`config.mk`:
```
export PLATFORM = sky130hd
export DESIGN_NAME = cmd_sequencer
export DESIGN_NICKNAME = d
export VERILOG_FILES = /design/src/rtl/cmd_sequencer.sv
export SDC_FILE = /design/constraint.sdc
export NUM_CORES = 2
export LEC_CHECK = 0
export ABC_CLOCK_PERIOD_IN_PS = 4700
export BUFFER_PORTS_ARGS = -buffer_cell sky130_fd_sc_hd__buf_2
export CAP_MARGIN = 20
export CORE_ASPECT_RATIO = 2
export CORE_MARGIN = 1.5
export CORE_UTILIZATION = 35
export CTS_CLUSTER_SIZE = 14
export DETAILED_ROUTE_END_ITERATION = 6
export PLACE_DENSITY_LB_ADDON = 0.08
export RECOVER_POWER = 50
export SLEW_MARGIN = 40
export SYNTH_ARGS = -nofsm -noshare
export SYNTH_HDL_FRONTEND = slang
export SYNTH_SLANG_ARGS = --single-unit
```
`constraint.sdc`:
```
create_clock -name sys_clk -period 4.7 [get_ports sys_clk]
set_input_delay 0 -clock sys_clk [delete_from_list [all_inputs] [get_ports sys_clk]]
set_output_delay 0 -clock sys_clk [all_outputs]
set_load 0.01 [all_outputs]
```
`src/rtl/cmd_sequencer.sv`:
```
// cmd_sequencer: program store and run controller for a cpu command-fetch port.
// A host streams a program into the internal RAM. On run, the block serves the
// command at the cpu's fetch address with one cycle of registered latency and
// holds cmd_en high. Results from the cpu go into a small show-ahead FIFO, and
// the cpu is stopped after RES_MAX results.
//
// Ports
//   sys_clk, sys_rst_n           clock (rising edge), async active-low reset
//   ld_start/ld_data/ld_valid    program load stream; ld_ready = word accepted
//   ld_done                      end of load, latches prog_len
//   run                          start or restart execution
//   cmd_id -> cmd, cmd_en        fetch address in, command out (1-cycle), cpu enable
//   res, res_en                  cpu result and its strobe (rising edge counts)
//   rd_en, rd_data, rd_empty     result FIFO pop / head / empty
//   busy, prog_len, err          status; err[0] fetch out of range, err[1] overflow
module cmd_sequencer #(
  parameter int CMD_W     = 32,
  parameter int ID_W      = 16,
  parameter int DEPTH     = 64,
  parameter int RES_MAX   = 1,
  parameter int RES_DEPTH = 4
) (
  input  logic             sys_clk,
  input  logic             sys_rst_n,
  input  logic             ld_start,
  input  logic [CMD_W-1:0] ld_data,
  input  logic             ld_valid,
  output logic             ld_ready,
  input  logic             ld_done,
  input  logic             run,
  input  logic [ID_W-1:0]  cmd_id,
  output logic [CMD_W-1:0] cmd,
  output logic             cmd_en,
  input  logic [CMD_W-1:0] res,
  input  logic             res_en,
  input  logic             rd_en,
  output logic [CMD_W-1:0] rd_data,
  output logic             rd_empty,
  output logic             busy,
  output logic [ID_W:0]    prog_len,
  output logic [1:0]       err
);
  localparam int MAW = (DEPTH > 1) ? $clog2(DEPTH) : 1;          // RAM address
  localparam int WPW = $clog2(DEPTH + 1);                         // wr_ptr reaches DEPTH
  localparam int CW  = (RES_MAX > 0) ? $clog2(RES_MAX + 1) : 1;   // result count
  localparam int FAW = (RES_DEPTH > 1) ? $clog2(RES_DEPTH) : 1;   // FIFO pointer
  localparam int FCW = $clog2(RES_DEPTH + 1);                     // FIFO fill level
  localparam int PLW = ID_W + 1;

  typedef enum logic [1:0] {S_IDLE, S_LOAD, S_RUN, S_DONE} state_t;

  state_t           state;
  logic [CMD_W-1:0] mem  [DEPTH];
  logic [CMD_W-1:0] fifo [RES_DEPTH];
  logic [WPW-1:0]   wr_ptr;
  logic [CW-1:0]    res_cnt;
  logic             res_en_q;
  logic [FAW-1:0]   f_wp, f_rp;
  logic [FCW-1:0]   f_cnt;

  logic ld_acc, ld_err, in_range, res_edge, f_full, f_empty;
  logic push, pop, drop, cnt_inc, cnt_hit;

  always_comb begin
    ld_ready = (state == S_LOAD) && (wr_ptr < WPW'(DEPTH));
    ld_acc   = ld_valid & ld_ready;
    ld_err   = (state == S_LOAD) & ld_valid & ~ld_ready;
    in_range = ({1'b0, cmd_id} < prog_len);
    res_edge = (state == S_RUN) & res_en & ~res_en_q;
    f_empty  = (f_cnt == '0);
    f_full   = (f_cnt == FCW'(RES_DEPTH));
    pop      = rd_en & ~f_empty;
    // A pop in the same cycle frees the slot, so a full FIFO can still accept.
    push     = res_edge & (~f_full | pop);
    drop     = res_edge & f_full & ~pop;
    cnt_inc  = res_edge && (res_cnt != CW'(RES_MAX));
    cnt_hit  = (RES_MAX != 0) && res_edge && (res_cnt == CW'(RES_MAX - 1));
    busy     = (state == S_LOAD) || (state == S_RUN);
    rd_empty = f_empty;
    rd_data  = f_empty ? '0 : fifo[f_rp];
  end

  // Program RAM and FIFO storage carry no reset.
  always_ff @(posedge sys_clk) begin
    if (ld_acc) mem[wr_ptr[MAW-1:0]] <= ld_data;
    if (push)   fifo[f_wp] <= res;
  end

  always_ff @(posedge sys_clk or negedge sys_rst_n) begin
    if (!sys_rst_n) begin
      f_wp  <= '0;
      f_rp  <= '0;
      f_cnt <= '0;
    end else begin
      if (push) f_wp <= (f_wp == FAW'(RES_DEPTH - 1)) ? '0 : f_wp + 1'b1;
      if (pop)  f_rp <= (f_rp == FAW'(RES_DEPTH - 1)) ? '0 : f_rp + 1'b1;
      f_cnt <= f_cnt + FCW'(push) - FCW'(pop);
    end
  end

  always_ff @(posedge sys_clk or negedge sys_rst_n) begin
    if (!sys_rst_n) begin
      state    <= S_IDLE;
      cmd      <= '0;
      cmd_en   <= 1'b0;
      prog_len <= '0;
      wr_ptr   <= '0;
      res_cnt  <= '0;
      res_en_q <= 1'b0;
      err      <= 2'b00;
    end else begin
      res_en_q <= res_en;
      if (state == S_RUN) begin
        cmd <= in_range ? mem[cmd_id[MAW-1:0]] : '0;
        if (!in_range) err[0] <= 1'b1;
      end
      if (ld_err || drop) err[1] <= 1'b1;
      if (ld_acc)  wr_ptr  <= wr_ptr + 1'b1;
      if (cnt_inc) res_cnt <= res_cnt + 1'b1;
      // ld_start wins over everything else, from any state.
      if (ld_start) begin
        state  <= S_LOAD;
        wr_ptr <= '0;
        cmd_en <= 1'b0;
      end else begin
        case (state)
          S_LOAD: if (ld_done) begin
            state    <= S_IDLE;
            // A word accepted alongside ld_done counts toward the length.
            prog_len <= PLW'(wr_ptr + WPW'(ld_acc));
          end
          S_IDLE, S_DONE: if (run && prog_len != '0) begin
            state   <= S_RUN;
            res_cnt <= '0;
            cmd_en  <= 1'b1;
          end
          S_RUN: if (cnt_hit) begin
            state  <= S_DONE;
            cmd_en <= 1'b0;
          end
          default: state <= S_IDLE;
        endcase
      end
    end
  end
endmodule

```
==> summary.md <==
| Metric | Value |
|---|---|
| Sum Neg Setup Slack | `0 ps` |
| Dpl hpwl | `approximately 180 mm` |
| FF+latch count, synth | `approximately 2200` |
| Postcts setup bufs | `0` |
| Worst setup endpoint | `mem[31][6]$_DFFE_PP_` |
| Final net count | `4527` |
| CTS Buf Count | `207` |
| Critical Path Start | `state[1]$_DFFE_PN0P_` |
| Slew HR | `-1.55` |
| First-pass GRT wire length | `around 390 mm` |
| RSZ-0062 raised after global routing | `false` |
| CP endpoint kind | `flip-flop` |
| FFs w/ async S/R, synth | `0.0273` |
| Fin. Hold Viols | `0` |
| Endpoints failing setup | `0` |
| Hold-critical path depth | `6` |
| Final worst-path cycle share | `0.782` |
| Port Buffers | `about 170` |
| Max cap viols | `35` |
| Fmax | `about 270 MHz` |
| Status | `complete, but fails checks` |
| WP data arrival | `4230 ps` |
| DR iter-0 viols | `between 3000 and 4000` |
| Total of warnings raised by yosys | `0` |
| TritonCTS clock tree | `done` |
| Skew final | `between 50 and 60 ps` |
| Cells after DPL | `7327` |
| Finished Layout Cells | `between 7000 and 8000` |
| Tot GR Track Use | `0.228` |
| Largest area contributor in the netlist | `edfxtp_1` |
| H-tree Lvls | `4` |
| Violated checks | `capacitance limit, slew limit` |
| Max clock buf depth | `4` |
| Clk_lat worst skew | `870 ps` |
| R2R Path End | `mem[31][6]$_DFFE_PP_` |
| DR pass1 iterations | `5` |
| Starting Density | `0.351` |
| Worst vdd ir | `about 0.00028 V` |
| Setup CP Type | `reg -> reg` |
| Vias in the first global route | `45300` |
| Pwr/cell area | `423 mW/mm^2` |
| Worst Max-Slew Pin Slew | `about 3800 ps` |
| Routed Antenna Nets | `0` |
| Crit Path Max Fanout | `18` |
| Routed WL | `around 280 mm` |
| Final min period | `3680 ps` |
| Vias per cell | `between 5 and 6` |
| I/O pins | `approximately 180` |
| Die height | `704 um` |
| Core area | `roughly 0.24 sq mm` |
| Clk slew on worst S/H paths | `about 70 ps` |
| Post-synthesis sequential area ratio | `0.778` |
| Worst endpoint required time | `5250 ps` |
| Row cnt | `about 260` |
| Cell leakage power | `between 0.03 and 0.04 uW` |
| Post-Syn Area per Cell | `about 22 sq um` |
| Die Width | `~350 um` |
| EDFF count, synth | `around 2200` |
| Remaining DRCs | `0` |
| Mapped Cells | `about 3900` |
| Flop2flop setup slack | `~1000 ps` |
| Reg2reg path depth | `9` |
| Placer Congestion | `about 0.84` |
| Distinct cells, synth | `81` |
| Synth area leaders | `edfxtp_1 (76%), mux4_2 (12%), dfrtp_1 (1.8%), mux2i_1 (1.2%), mux4_1 (0.89%)` |
| P&R area growth vs syn | `16.2%` |
| Clock tree sinks | `~2200` |
| Top-area cell type share of the netlist area | `0.760` |
| CTS root buf | `clkbuf_16` |
| GRT Residual Overflow | `0` |
| Drt wl/cell | `roughly 36 um` |
| Slew Limit Fails | `a little under 2000` |
| Largest net degree at the start of global routing | `between 70 and 80` |
| Initial antenna violation count | `10` |
| Fraction of layout cells with a size suffix above 1 | `0.260` |
| Ys flop type | `edfxtp_1` |
| Worst min-delay path category | `in -> reg` |
| CP startpoint kind | `flip-flop` |
| FF-to-FF Start | `state[1]$_DFFE_PN0P_` |
| Netlist area before placement | `around 0.086 sq mm` |
| Via count | `between 40000 and 50000` |
| Die area | `approximately 0.25 sq mm` |
[sequential cells by signal, summed over array words and instances (netlist names), 2 cells and up]
register	flops
state	2
f_rp	2
prog_len	8
mem	2048
err	2
wr_ptr	7
f_wp	2
cmd	32
f_cnt	3
fifo	128
[cells in the mapped netlist (5+ instances only)]
library cell,n
buf_2,75
a211oi_1,16
a31oi_1,9
a32oi_1,7
buf_6,21
o21ai_0,22
xnor2_1,5
nand2_1,74
or3_1,9
nand4_1,9
or2_2,6
a22oi_1,61
a21oi_1,25
nand2b_1,8
nor3_1,28
mux2i_1,103
buf_1,12
inv_1,26
a221oi_1,10
nor2b_1,54
and2_1,12
mux4_2,476
nand3_1,50
clkbuf_1,56
mux4_1,29
a32o_1,8
nand3b_1,8
xor2_1,6
o211ai_1,15
nor2_1,111
a221o_1,9
ha_1,20
mux2_2,23
or4_1,11
a22o_1,5
o2111ai_1,7
dfrtp_1,61
o22ai_1,111
buf_4,45
edfxtp_1,2176
nor4_1,18
[critical path, cell delays in order (launching register included)]
cell and delay, ps:
dfrtp_1 400, inv_1 80, ha_1 220, nand2_1 110, nor2_1 340, and2_0 490, nand3_1 420, or2_2 440
inv_2 510, buf_4 340
[report_power, final]
part / leakage, uW / internal (uW) / switching [uW] / total, uW
clock: 0.00308 / 9000 / 7430 / 16400
combinational: 0.00791 / 1330 / 2170 / 3500
sequential: 0.0204 / 22100 / 212 / 22400
total: 0.0314 / 32500 / 9810 / 42300
[cells in the final DEF (no fill, tap or decap), drive strengths merged, types with 18 or more instances in the layout]
cell	instances
nor4	18
nand2	75
dlygate4sd3	117
clkinv	57
a22oi	61
nor3	29
dfrtp	61
o22ai	111
mux2	23
o21ai	23
ha	20
nand3	50
mux2i	103
nor2b	54
mux4	505
buf	315
clkbuf	377
a21oi	25
edfxtp	2176
inv	29
nor2	111
[kinds of logic (layout without fill, tap and decap cells)]
family	Yosys count	in the layout	share of synthesized area
AO/OA/AOI/OAI	339	339	0.0280
XOR/XNOR	11	11	0.00112
adder cells (fa/ha/maj)	21	21	0.00314
buffers and inverters	248	908	0.0170
flip-flops	2237	2237	0.778
multiplexers	631	631	0.149
other	1	14	0.0000436
AND/OR/NAND/NOR	416	416	0.0243
[timing repair]
item,4_1_cts,5_1_grt
resized for setup,0,0
endpoints found under the hold margin,2225,0
hold buffers,118,0
[through the flow]
step / utilization / hold WS (ps) / power, uW / setup WS [ps] / area (sq um)
floorplan: - / -296 / 24500 / 1270 / 86000
global placement: 0.378 / 161 / 26200 / 1040 / 92400
detailed placement: 0.378 / 77.4 / 26300 / 1040 / 92600
finish: 0.408 / 96.3 / 42300 / 1020 / 99900
global route: 0.408 / 103 / 43500 / 823 / 99900
CTS: 0.409 / 8.76 / 42700 / 1020 / 100000
[worst min-delay path by stage]
stage / start / endpoint / slack [ps]
final: cmd_id[2] / cmd[15]$_DFFE_PN0N_ / 100
after global routing: ld_start / wr_ptr[0]$_DFFE_PN0P_ / 100
after CTS: cmd_id[2] / cmd[15]$_DFFE_PN0N_ / 9
after detailed placement: sys_rst_n / prog_len[5]$_DFFE_PN0P_ / 80
after global placement: res_en / res_en_q$_DFF_PN0_ / 160
after floorplan: sys_rst_n / cmd[0]$_DFFE_PN0N_ / -300
[area by class of cell]
type / count / area (sq um)
clock buffers: 292 / 5730
clock inverters: 71 / 598
repair buffers: 517 / 4220
inverters: 28 / 105
fillers: 21700 / 145000
diodes: 5 / 12.5
multi-input cells: 1427 / 18300
well taps: 3237 / 4050
flip-flops and latches: 2237 / 66900
[metal layers]
metal	vias to the layer above	wire length [um]	global-route usage
met2	1131	159000	0.437
met5	-	42	0
met1	23800	102000	0.252
met3	408	9750	0.0231
li1	17500	-	-
met4	6	13700	0.0952
(Power assumes the default switching activity.)
